File: config.mk
export PLATFORM = sky130hd
export DESIGN_NAME = isw_share_codec_flat
export DESIGN_NICKNAME = d
export VERILOG_FILES = /design/src/rtl/isw_codec_pkg.sv /design/src/rtl/isw_share_codec_if.sv /design/src/rtl/isw_share_codec_rnd_collector.sv /design/src/rtl/isw_share_codec.sv /design/src/flat_wrapper.sv
export SDC_FILE = /design/constraint.sdc
export NUM_CORES = 1
export LEC_CHECK = 0
export ABC_AREA = 1
export BUFFER_PORTS_ARGS = -buffer_cell sky130_fd_sc_hd__buf_2
export CORE_MARGIN = 3
export CORE_UTILIZATION = 55
export CTS_BUF_LIST = sky130_fd_sc_hd__clkbuf_16
export DETAILED_ROUTE_END_ITERATION = 10
export GPL_TIMING_DRIVEN = 0
export HOLD_SLACK_MARGIN = 0.05
export PLACE_DENSITY_LB_ADDON = 0.08
export SLEW_MARGIN = 10
export SYNTH_ARGS = -nofsm -noshare
export SYNTH_HDL_FRONTEND = slang
export SYNTH_SLANG_ARGS = --single-unit
export TNS_END_PERCENT = 5
File: constraint.sdc
create_clock -name clk -period 2.4 [get_ports clk]
set_clock_uncertainty 0.1 [all_clocks]
set_input_delay 0.36 -clock clk [delete_from_list [all_inputs] [get_ports clk]]
set_output_delay 0.36 -clock clk [all_outputs]
set_load 0.01 [all_outputs]
File: src/rtl/isw_codec_pkg.sv
// Shared types and sizing helpers for the ISW share codec and its random-beat collector.
package isw_codec_pkg;

  typedef enum logic [2:0] {
    ST_IDLE,
    ST_COLLECT,
    ST_ISSUE,
    ST_WAIT,
    ST_CAPTURE,
    ST_DONE
  } state_t;

  localparam int GADGET_LAT = 3;

  function automatic int calc_n(input int d);
    return d + 1;
  endfunction

  function automatic int calc_r(input int d);
    return d * (d + 1) / 2;
  endfunction

  function automatic int calc_nr(input int d, input int rw);
    return 2 * d + calc_r(d) + 0 * rw;
  endfunction

  function automatic int calc_nb(input int d, input int rw);
    return (calc_nr(d, rw) + rw - 1) / rw;
  endfunction

endpackage

File: src/rtl/isw_share_codec_if.sv
// Operand, random-source, gadget and result signals of the share codec.
interface isw_share_codec_if #(
  parameter int D  = 4,
  parameter int RW = 8
);
  import isw_codec_pkg::*;

  localparam int N = calc_n(D);
  localparam int R = calc_r(D);

  logic          in_valid;
  logic          in_ready;
  logic          in_a;
  logic          in_b;
  logic          rnd_valid;
  logic          rnd_ready;
  logic [RW-1:0] rnd_data;
  logic [N-1:0]  port_a;
  logic [N-1:0]  port_b;
  logic [R-1:0]  port_r;
  logic [N-1:0]  port_c;
  logic          out_valid;
  logic          out_ready;
  logic          out_c;

  modport master (
    output in_valid, in_a, in_b, rnd_valid, rnd_data, port_c, out_ready,
    input  in_ready, rnd_ready, port_a, port_b, port_r, out_valid, out_c
  );

  modport slave (
    input  in_valid, in_a, in_b, rnd_valid, rnd_data, port_c, out_ready,
    output in_ready, rnd_ready, port_a, port_b, port_r, out_valid, out_c
  );

endinterface

File: src/rtl/isw_share_codec_rnd_collector.sv
// Packs RW-bit random beats LSB-first into an NR-bit buffer; data/full include the beat accepted this cycle.
module rnd_collector #(
  parameter int NR = 18,
  parameter int RW = 8
) (
  input  logic          clk,
  input  logic          reset,
  input  logic          clear,
  input  logic          accept,
  input  logic [RW-1:0] data_in,
  output logic [NR-1:0] data,
  output logic          full
);

  localparam int CW = $clog2(NR + RW + 1);

  logic [NR-1:0]    acc_q, acc_nxt;
  logic [CW-1:0]    cnt_q, cnt_nxt;
  logic [NR+RW-1:0] beat_ext;

  // Bits landing at or above NR fall off the truncation and are discarded.
  always_comb begin
    beat_ext = {{NR{1'b0}}, data_in} << cnt_q;
    acc_nxt  = acc_q;
    cnt_nxt  = cnt_q;
    if (accept) begin
      acc_nxt = acc_q | beat_ext[NR-1:0];
      cnt_nxt = cnt_q + CW'(RW);
    end
  end

  always_ff @(posedge clk or posedge reset) begin
    if (reset) begin
      acc_q <= '0;
      cnt_q <= '0;
    end else if (clear) begin
      acc_q <= '0;
      cnt_q <= '0;
    end else begin
      acc_q <= acc_nxt;
      cnt_q <= cnt_nxt;
    end
  end

  assign data = acc_nxt;
  assign full = (cnt_nxt >= CW'(NR));

endmodule

File: src/rtl/isw_share_codec.sv
// Masks a/b into N Boolean shares for the ISW AND gadget and unmasks its output 3 cycles later.
// state   | meaning
// IDLE    | accept operand pair
// COLLECT | gather NR random bits from the source
// ISSUE   | shares and refresh bits presented to the gadget
// WAIT    | gadget pipeline in flight
// CAPTURE | recombine port_c, then clear shares
// DONE    | result held until consumed
module isw_share_codec
  import isw_codec_pkg::*;
#(
  parameter int D  = 4,
  parameter int RW = 8
) (
  input logic              clk,
  input logic              reset,
  isw_share_codec_if.slave bus
);

  localparam int N  = calc_n(D);
  localparam int R  = calc_r(D);
  localparam int NR = calc_nr(D, RW);

  state_t         state_q, state_nxt;
  logic           a_q, b_q, c_q;
  logic [1:0]     wait_q;
  logic [N-1:0]   pa_q, pb_q;
  logic [R-1:0]   pr_q;
  logic           col_clear, col_accept, col_full;
  logic [NR-1:0]  col_data;

  assign col_clear  = (state_q == ST_IDLE);
  assign col_accept = (state_q == ST_COLLECT) && bus.rnd_valid;

  rnd_collector #(.NR(NR), .RW(RW)) u_collector (
    .clk     (clk),
    .reset   (reset),
    .clear   (col_clear),
    .accept  (col_accept),
    .data_in (bus.rnd_data),
    .data    (col_data),
    .full    (col_full)
  );

  always_comb begin
    state_nxt = state_q;
    case (state_q)
      ST_IDLE:    if (bus.in_valid) state_nxt = ST_COLLECT;
      ST_COLLECT: if (col_full) state_nxt = ST_ISSUE;
      ST_ISSUE:   state_nxt = ST_WAIT;
      ST_WAIT:    if (wait_q == 2'd0) state_nxt = ST_CAPTURE;
      ST_CAPTURE: state_nxt = ST_DONE;
      ST_DONE:    if (bus.out_ready) state_nxt = ST_IDLE;
      default:    state_nxt = ST_IDLE;
    endcase
  end

  always_ff @(posedge clk or posedge reset) begin
    if (reset) begin
      state_q <= ST_IDLE;
      a_q     <= 1'b0;
      b_q     <= 1'b0;
      c_q     <= 1'b0;
      wait_q  <= '0;
      pa_q    <= '0;
      pb_q    <= '0;
      pr_q    <= '0;
    end else begin
      state_q <= state_nxt;
      if (state_q == ST_IDLE && bus.in_valid) begin
        a_q <= bus.in_a;
        b_q <= bus.in_b;
      end
      // Share 0 absorbs the plain value so each operand's shares XOR back to it.
      if (state_q == ST_COLLECT && col_full) begin
        pa_q <= {col_data[D-1:0],   a_q ^ (^col_data[D-1:0])};
        pb_q <= {col_data[2*D-1:D], b_q ^ (^col_data[2*D-1:D])};
        pr_q <= col_data[NR-1:2*D];
      end
      if (state_q == ST_ISSUE)
        wait_q <= 2'(GADGET_LAT - 2);
      else if (state_q == ST_WAIT && wait_q != 2'd0)
        wait_q <= wait_q - 2'd1;
      if (state_q == ST_CAPTURE) begin
        c_q  <= ^bus.port_c;
        pa_q <= '0;
        pb_q <= '0;
        pr_q <= '0;
      end
    end
  end

  assign bus.in_ready  = (state_q == ST_IDLE) && !reset;
  assign bus.rnd_ready = (state_q == ST_COLLECT);
  assign bus.out_valid = (state_q == ST_DONE);
  assign bus.out_c     = c_q;
  assign bus.port_a    = pa_q;
  assign bus.port_b    = pb_q;
  assign bus.port_r    = pr_q;

endmodule

File: src/flat_wrapper.sv
// flat-port wrapper written by rule: the top's interface ports become plain ports
module isw_share_codec_flat import isw_codec_pkg::*;
#(
  parameter int D  = 4,
  parameter int RW = 8
)
  (clk, reset, bus_in_valid, bus_in_a, bus_in_b, bus_rnd_valid, bus_rnd_data, bus_port_c, bus_out_ready, bus_in_ready, bus_rnd_ready, bus_port_a, bus_port_b, bus_port_r, bus_out_valid, bus_out_c);
  isw_share_codec_if #(.D(D), .RW(RW)) bus_i ();
  input logic clk;
  input logic reset;
  input wire logic [$bits(bus_i.in_valid)-1:0] bus_in_valid;
  input wire logic [$bits(bus_i.in_a)-1:0] bus_in_a;
  input wire logic [$bits(bus_i.in_b)-1:0] bus_in_b;
  input wire logic [$bits(bus_i.rnd_valid)-1:0] bus_rnd_valid;
  input wire logic [$bits(bus_i.rnd_data)-1:0] bus_rnd_data;
  input wire logic [$bits(bus_i.port_c)-1:0] bus_port_c;
  input wire logic [$bits(bus_i.out_ready)-1:0] bus_out_ready;
  output wire logic [$bits(bus_i.in_ready)-1:0] bus_in_ready;
  output wire logic [$bits(bus_i.rnd_ready)-1:0] bus_rnd_ready;
  output wire logic [$bits(bus_i.port_a)-1:0] bus_port_a;
  output wire logic [$bits(bus_i.port_b)-1:0] bus_port_b;
  output wire logic [$bits(bus_i.port_r)-1:0] bus_port_r;
  output wire logic [$bits(bus_i.out_valid)-1:0] bus_out_valid;
  output wire logic [$bits(bus_i.out_c)-1:0] bus_out_c;
  assign bus_i.in_valid = bus_in_valid;
  assign bus_i.in_a = bus_in_a;
  assign bus_i.in_b = bus_in_b;
  assign bus_i.rnd_valid = bus_rnd_valid;
  assign bus_i.rnd_data = bus_rnd_data;
  assign bus_i.port_c = bus_port_c;
  assign bus_i.out_ready = bus_out_ready;
  assign bus_in_ready = bus_i.in_ready;
  assign bus_rnd_ready = bus_i.rnd_ready;
  assign bus_port_a = bus_i.port_a;
  assign bus_port_b = bus_i.port_b;
  assign bus_port_r = bus_i.port_r;
  assign bus_out_valid = bus_i.out_valid;
  assign bus_out_c = bus_i.out_c;
  isw_share_codec #(.D(D), .RW(RW)) u_core (.clk(clk), .reset(reset), .bus(bus_i));
endmodule
==> results of run 1 <==
critical path, stage by stage (launching register included):
cell and delay [ns]:
dfrtp_1 0.35, buf_2 0.18, nor2_1 0.45, nand2_1 0.15, nor2_1 0.13, nor2_1 0.10, nand2_1 0.07, nand2_1 0.06
nand3_1 0.07, nand3_1 0.07, nand3_1 0.08, nand2_1 0.05
what timing repair did:
item                                   CTS  global route
gates resized for setup                  0             0
hold buffers                             1             0
buffers inserted                         0             0
endpoints found under the hold margin   18             0
kinds of logic (layout without fill, tap and decap cells):
group	Yosys count	after routing
buffers and inverters	41	94
AOI/OAI and AO/OA	46	46
and+or+nand+nor	140	140
adders and majority gates	1	1
xor gates and xnor gates	4	4
DFF	48	48
per-layer routing:
metal	vias to the layer above	share of wire, %	GRT usage (%)
li1	987	-	-
met1	876	45	26.2
met2	44	49	34.7
met3	6	4.6	5.68
met4	0	1.3	6.89
met5	-	0	0
power by group through the flow:
stage	Sequential [mW]	Combinational, mW	Clock [mW]
2_1_floorplan	1.41	1.27	0
3_3_place_gp	1.34	1.75	0
3_5_place_dp	1.35	1.79	0
4_1_cts	1.34	1.81	0.677
5_1_grt	1.38	2.04	0.722
6_report	1.34	1.79	0.666
per-stage QoR:
step	std cells	hold slack, ns	utilization (%)	worst slack [ns]	area, um2
after floorplan	280	0.359	-	0.727	2420
after global routing	383	0.212	69.6	0.130	2860
final	383	0.221	69.6	0.444	2860
after global placement	373	0.364	65.5	0.152	2690
after detailed placement	374	0.298	65.9	0.460	2710
after CTS	383	0.219	69.6	0.438	2860
layout by cell type, fill, tap and decap left out, types with 3 or more instances in the layout:
| cell type | n |
|---|---|
| o21ai_0 | 6 |
| buf_12 | 4 |
| xnor2_1 | 3 |
| nor3_1 | 3 |
| buf_2 | 44 |
| nor2_1 | 38 |
| nand2_2 | 21 |
| dfrtp_1 | 48 |
| clkbuf_16 | 5 |
| a21oi_1 | 19 |
| o21ai_2 | 18 |
| nand2_1 | 61 |
| nand3_1 | 8 |
| inv_1 | 31 |
cell type report:
cell class / instances / area, um2 / share of cell area [%]
Sequential cell: 48 / 1200 / 41.9
Clock buffer: 5 / 125 / 4.37
Tap cell: 50 / 62.6 / 2.18
Multi-Input combinational cell: 191 / 1000 / 35.0
Timing Repair Buffer: 45 / 245 / 8.56
Clock inverter: 3 / 15.0 / 0.524
Buffer: 8 / 85.1 / 2.97
Inverter: 33 / 126 / 4.41
flip-flops by register name (all words and copies together) (netlist names):
register and flops:
u_core.a_q 1, u_core.b_q 1, u_core.bus.out_c 1, u_core.bus.port_a 5, u_core.bus.port_b 5, u_core.bus.port_r 10
u_core.state_q 3, u_core.u_collector.acc_q 18, u_core.u_collector.cnt_q 2, u_core.wait_q 2
synth_stat cells:
cell,n
xnor2_1,3
o21bai_1,2
nand4_4,1
nand2_4,1
nand2_1,61
o21ai_2,18
inv_1,31
xor2_1,1
clkbuf_2,1
ha_1,1
o21ai_0,6
nand3_1,8
clkbuf_1,2
dfrtp_1,48
nand2_2,21
nor2_2,2
a21oi_1,19
nand3_4,1
inv_4,1
nor2_1,38
buf_12,3
o22ai_1,1
inv_2,1
or2_2,1
buf_4,1
buf_2,1
nand3_2,1
nor3_1,3
and2_4,1
nand4_1,1
worst paths after layout:
| path | from | end | slack (ns) | cells after the start |
|---|---|---|---|---|
| min in group asynchronous | reset | u_core.u_collector.acc_q[10] | 0.53 | 3 |
| hold / removal | bus_in_a | u_core.a_q | 0.22 | 3 |
| setup reg to reg | u_core.u_collector.cnt_q[4] | u_core.bus.port_a[0] | 0.44 | 11 |
| setup / recovery | u_core.u_collector.cnt_q[4] | u_core.bus.port_a[0] | 0.44 | 11 |
| max in group asynchronous | reset | u_core.bus.port_r[9] | 1.17 | 4 |
| hold reg to reg | u_core.bus.port_b[2] | u_core.bus.port_b[2] | 0.38 | 2 |
==> results.md, run 1 <==
- The run finished with clean final reports.
- The via count normalized by instance count is 4.99.
- Adding up every negative setup slack in the final design gives 0 ns.
- The clock network accounts for 17.5% of the total power.
- The path type of the worst setup path is flip-flop to flip-flop.
- The compound-cell area share of the yosys netlist is 12.6%.
- The average wire length per cell after detail routing is 12.5 um.
- The max-capacitance violation count is 0.
- The via count of the first global-routing pass is 1856.
- Compared with the post-synthesis result, the final layout area differs by 18.5%.
- The slew of the pin with the lowest slew margin is 0.531 ns.
- The pin count of the biggest net entering global routing is 31.
- For this run, design rule violations remaining after detail routing come to 0.
- After the last flow step, the layout net total stands at 353.
- The number of fillers in the final layout is 351.
- The power share of the sequential group is 35.2%.
- The number of antenna violations at the first check in global routing is 0.
- The count of buffers added on input and output ports is 43.
- Dividing the final minimum period by the clock period gives 81.5%.
- Sequential elements use 49.7% of the synthesized area.
- The clock tree from TritonCTS is done.
- For this block, the via count after detailed routing is 1913.
- Setup repair after global routing left no endpoint under its margin.
- The die covers 5220 um2.
- The proportion of power drawn by combinational gates is 47.2%.
- After synthesis, the mean cell area works out to 8.63 um2.
- After synthesis, the cell types taking the most area are dfrtp_1, nand2_1, o21ai_2, nor2_1, nand2_2.
- Internal power comes to 2.20 mW.
- The data required time of the critical path is 2.48 ns.
- The I/O pin count is 44.
- The smallest clock period supported by the final layout is computed as 1.96 ns.
- The starting utilization of the core area is 58.7%.
- After clock tree synthesis, the clock-pin slew on the worst setup and hold paths is 0.06 ns.
- The final hold violation count is 0.
- The share of Yosys cell area claimed by the top area cell type is 49.7%.
- The worst-skew pair later-pin latency is 0.29 ns.
- The H-tree was split into 2 levels.
- Of all nets on the critical path, the largest fanout is 9.
- The ratio of cells with drive above 1 in the final layout is 31.8%.
- The arrival time reported for the critical path endpoint is 2.04 ns.
- The maximum number of buffers from clock root to sink is 2.
- The min-delay analysis places its worst path in the category primary input to flip-flop.
- Summed over all cells, the static leakage comes to 1.55 nW.
- The final antenna diode count is 0.
- The final count of negative-setup-slack endpoints is 0.
- Buffers inserted during clock tree synthesis total 5.
- Of all cell types, the one taking the most synthesized area is dfrtp_1.
- The die extent in y is 72.3 um.
- The die is 72.3 um wide.
- The total track usage is 20.8%.
- Summed over all nets, the half-perimeter wirelength after detailed placement is 3560 um.
- Timing would allow up to 511 MHz.
- The total clock sinks is 48.
- The number of routed nets with antenna violations is 0.
- The global route total overflow is 0.
- Net switching is 42.0% of the power.
- The net switching power is 1.59 mW.
- The first TritonRoute pass finished after 4 iterations.
- The power density of the placed cells is 1330 nW/um2.
- For this run, the number of Yosys warnings is 0.
- The clock tree root buffer cell is clkbuf_16.
- The register bit count reported by yosys is 48.
- The final weighted congestion in routability-driven placement is 0.826.
- The worst setup path is captured at a flip-flop.
- In this run the core area contains 23 standard-cell rows.
- The max-slew violation total from the final report came to 0.
- The number of nets handed over by synthesis was 301.
- The floorplan step defined a core boundary enclosing 4120 um2.
- Measured against the total synthesized area, the mux share comes to 0%.
- The synthesized netlist devotes 1.45% of its cell area to XOR and XNOR gates.
- The number of different library cells used by synthesis comes to 30.
- The first routing iteration left 128 violations.
- Wires add up to 4800 um.
- Of the total synthesized cell area, the portion taken by full adders, half adders and majority gates is 0.518%.
- The first global-routing pass estimated 8380 um of wire.
- Power comes to 3.80 mW.
- The headroom to the max-slew limit is 64.5%.
- After technology mapping, the gate count stands at 280.
- Summing every instance area after synthesis gives 2420 um2.
- By area, the combinational part of the netlist is dominated by simple AND/OR/NAND/NOR gates.
- The simple-gate portion of the synthesized area is 27.0%.
- Across the VDD grid, the largest voltage drop is 0.692 mV.
- STA classifies the critical path startpoint as a flip-flop.
(Power assumes the default switching activity.)
==> inputs of run 2 (changes only) <==
- CORE_UTILIZATION: 55 -> 50
- clock period: 2.4 -> 1.6 ns (I/O delays scaled with it)
==> results.md, run 2 (synthesis gave the netlist of run 1 again) <==
- The flip-flop count of the largest register after layout was 18 (unchanged).
- The aggregate routed wire length was 5610 um (+17%).
- The worst setup path is captured at a flip-flop.
- The maximum ir drop on the vdd rail is 1.02 mV (+47%).
- The number of antenna violations at the first check in global routing is 0 (unchanged).
- The die footprint was 5700 um2 (+9.2%).
- The met2 wirelength from detailed routing is 2930 um (+25%).
- The cell repeated most along the worst path is buf_12.
- The clock buffer count from CTS came to 5 (unchanged).
- The instance area after placement is 2720 um2 (+0.18%).
- The global-route wire length before repair came to 8870 um (+5.9%).
- The headroom to the max-slew limit is 74.7% (+10 points).
- The total via count in the routed design is 2031 (+6.2%).
- The worst setup slack before clock tree synthesis is -0.235 ns (-0.695 ns).
- The total buffers and inverters traversed by the critical path is 5 (+4).
- TritonCTS built the clock tree.
- The number of H-tree levels is 2 (unchanged).
- The final weighted congestion in routability-driven placement is 0.837 (+1.3%).
- The path type of the worst setup path is flip-flop to flip-flop.
- The pin count of the biggest net entering global routing is 36 (+16%).
- The final-stage net count is 375 (+6.2%).
- The starting utilization of the core area is 53.6% (-5.1 points).
- The core region area was 4500 um2 (+9.5%).
- The number of remaining DRC errors came to 0 (unchanged).
- The first-pass iteration count of the detailed router was 4 (unchanged).
- The largest driver fanout on the critical path is 10 (+1).
- The slew of the pin with the lowest slew margin is 0.378 ns (-0.153 ns).
- The worst-skew pair later-pin latency is 0.28 ns (about the same).
- The run finished, with violations left.
- The die extent in y is 75.5 um (+4.5%).
- The number of placed instances, taps included is 376 (+0.53%).
- The final design instance area without fill was 3240 um2 (+13%).
- The final total negative setup slack is -1.97 ns (-1.97 ns).
- The maximum number of buffers from clock root to sink came to 2 (unchanged).
- The ratio of cells with drive above 1 in the final layout was 50.6% (+19 points).
- The average wire length per cell after detail routing is 13.8 um (+10%).
- Setup repair after global routing could not meet its margin everywhere.
- The final count of negative-setup-slack endpoints is 22 (+22).
- The via count of the first global-routing pass is 1976 (+6.5%).
- The worst-case hold slack is 0.0992 ns (-0.122 ns).
- The tree is rooted in a clkbuf_16.
- The I/O pin count is 44 (unchanged).
- The delay contributed by the slowest stage of the critical path is 0.39 ns (-0.06 ns).
- The half-perimeter wire length after placement is 3620 um (+1.7%).
- The non-filler instance count after layout is 406 (+6.0%).
- The wire length on met1 is 2300 um (+5.9%).
- The die outline width was 75.5 um (+4.5%).
- The highest metal layer carrying signal wires in the routed design is met4.
- The min-delay analysis places its worst path in the category primary input to flip-flop.
- The critical path goes through inv_2, buf_12, nand4_4, nand2_2, and2_4, nand3_4, buf_12, nand2_4, inv_4, buf_12, nand2_2, o21ai_2.
- The number of I/O port buffers is 43 (unchanged).
- The final period utilization is 107% (+26 points).
- The family of cells with the greatest summed delay on the critical path is buffers and inverters.
- Leaving out fill and tap cells, the most frequent cells in the layout are nand2_2, dfrtp_1, buf_2.
- The max-slew violation total from the final report is 0 (unchanged).
- The checks that failed: setup timing.
- The data required time of the critical path is 1.67 ns (-0.81 ns).
- The via count normalized by instance count is 5.00 (+0.15%).
- The number of placement rows is 24 (+4.3%).
- The largest individual stage delay along the critical path comes from the cell dfrtp_1.
- The launching element type of the critical path is a flip-flop.
- The DRC violation total after the first TritonRoute iteration came to 108 (-16%).
- The clock-pin slew on the worst setup and hold paths is 0.06 ns (about the same).
- The final hold violation count came to 0 (unchanged).
- More flip-flops sit in one register than any other, and that register is u_core.u_collector.acc_q.
- The number of routed nets with antenna violations came to 0 (unchanged).
- The arrival time reported for the critical path endpoint is 1.79 ns (-0.25 ns).
- The leakage power total is 1.71 nW (+11%).
- The power density of the placed cells is 2050 nW/um2 (+55%).
- The max-capacitance violation count is 0 (unchanged).
- The final antenna diode count is 0 (unchanged).
- The total track usage is 21.1% (+0.33 points).
- The setup slack after layout is -0.119 ns (-0.563 ns).
- The area growth from synthesis to layout is 33.9%.
- The wire length on met3 is 262 um (+18%).
- The total clock sinks is 48 (unchanged).
- The global route total overflow came to 0 (unchanged).
- The top achievable clock speed is 582 MHz (+14%).
- The clock period minus worst slack is 1.72 ns (-0.237 ns).
run 2: path summary, 6_finish.rpt:
path,from,end,slack [ns],depth (start not counted)
worst max-delay path,u_core.state_q[1],u_core.bus.port_a[2],-0.12,12
worst min-delay path,bus_in_a,u_core.a_q,0.1,3
worst max register to register,u_core.state_q[1],u_core.bus.port_a[2],-0.12,12
worst min register to register,u_core.bus.port_r[2],u_core.bus.port_r[2],0.38,2
max in group asynchronous,reset,u_core.bus.port_r[2],0.55,4
min in group asynchronous,reset,u_core.wait_q[0],0.36,3
run 2: timing repair:
item / in CTS / in global routing
endpoints found under the setup margin: 29 / 34
gates resized for setup: 27 / 38
endpoints found under the hold margin: 13 / 0
buffers inserted: 15 / 7
pin swaps: 14 / 21
hold buffers: 1 / 0
run 2: area by class of cell:
class | count | area (um2)
clock inverters | 2 | 8.76
plain buffers | 8 | 104
flip-flops and latches | 48 | 1200
clock buffers | 5 | 125
well taps | 52 | 65.1
multi-input cells | 191 | 1170
repair buffers | 67 | 434
fillers | 342 | 1270
inverters | 33 | 126
run 2: where the power goes:
group | internal [mW] | switching, mW
sequential | 1.73 | 0.297
combinational | 1.53 | 2.10
clock | 0.562 | 0.420
run 2: through the flow:
| stage | total power [mW] | utilization, % |
|---|---|---|
| after floorplan | 4.02 | - |
| after global placement | 4.65 | 59.9 |
| after detailed placement | 4.74 | 60.4 |
| after CTS | 6.16 | 68.0 |
| after global routing | 7.18 | 71.8 |
| final | 6.63 | 71.8 |
run 2: routing by layer:
layer / track usage (%) / vias to the layer above
li1: - / 1028
met1: 26.0 / 944
met2: 34.8 / 48
met3: 5.41 / 11
met4: 9.90 / 0
met5: 0 / -
run 2: worst min-delay path: stages:
cell and delay (ns):
buf_2 0.07, nor2_1 0.03, a21oi_1 0.10
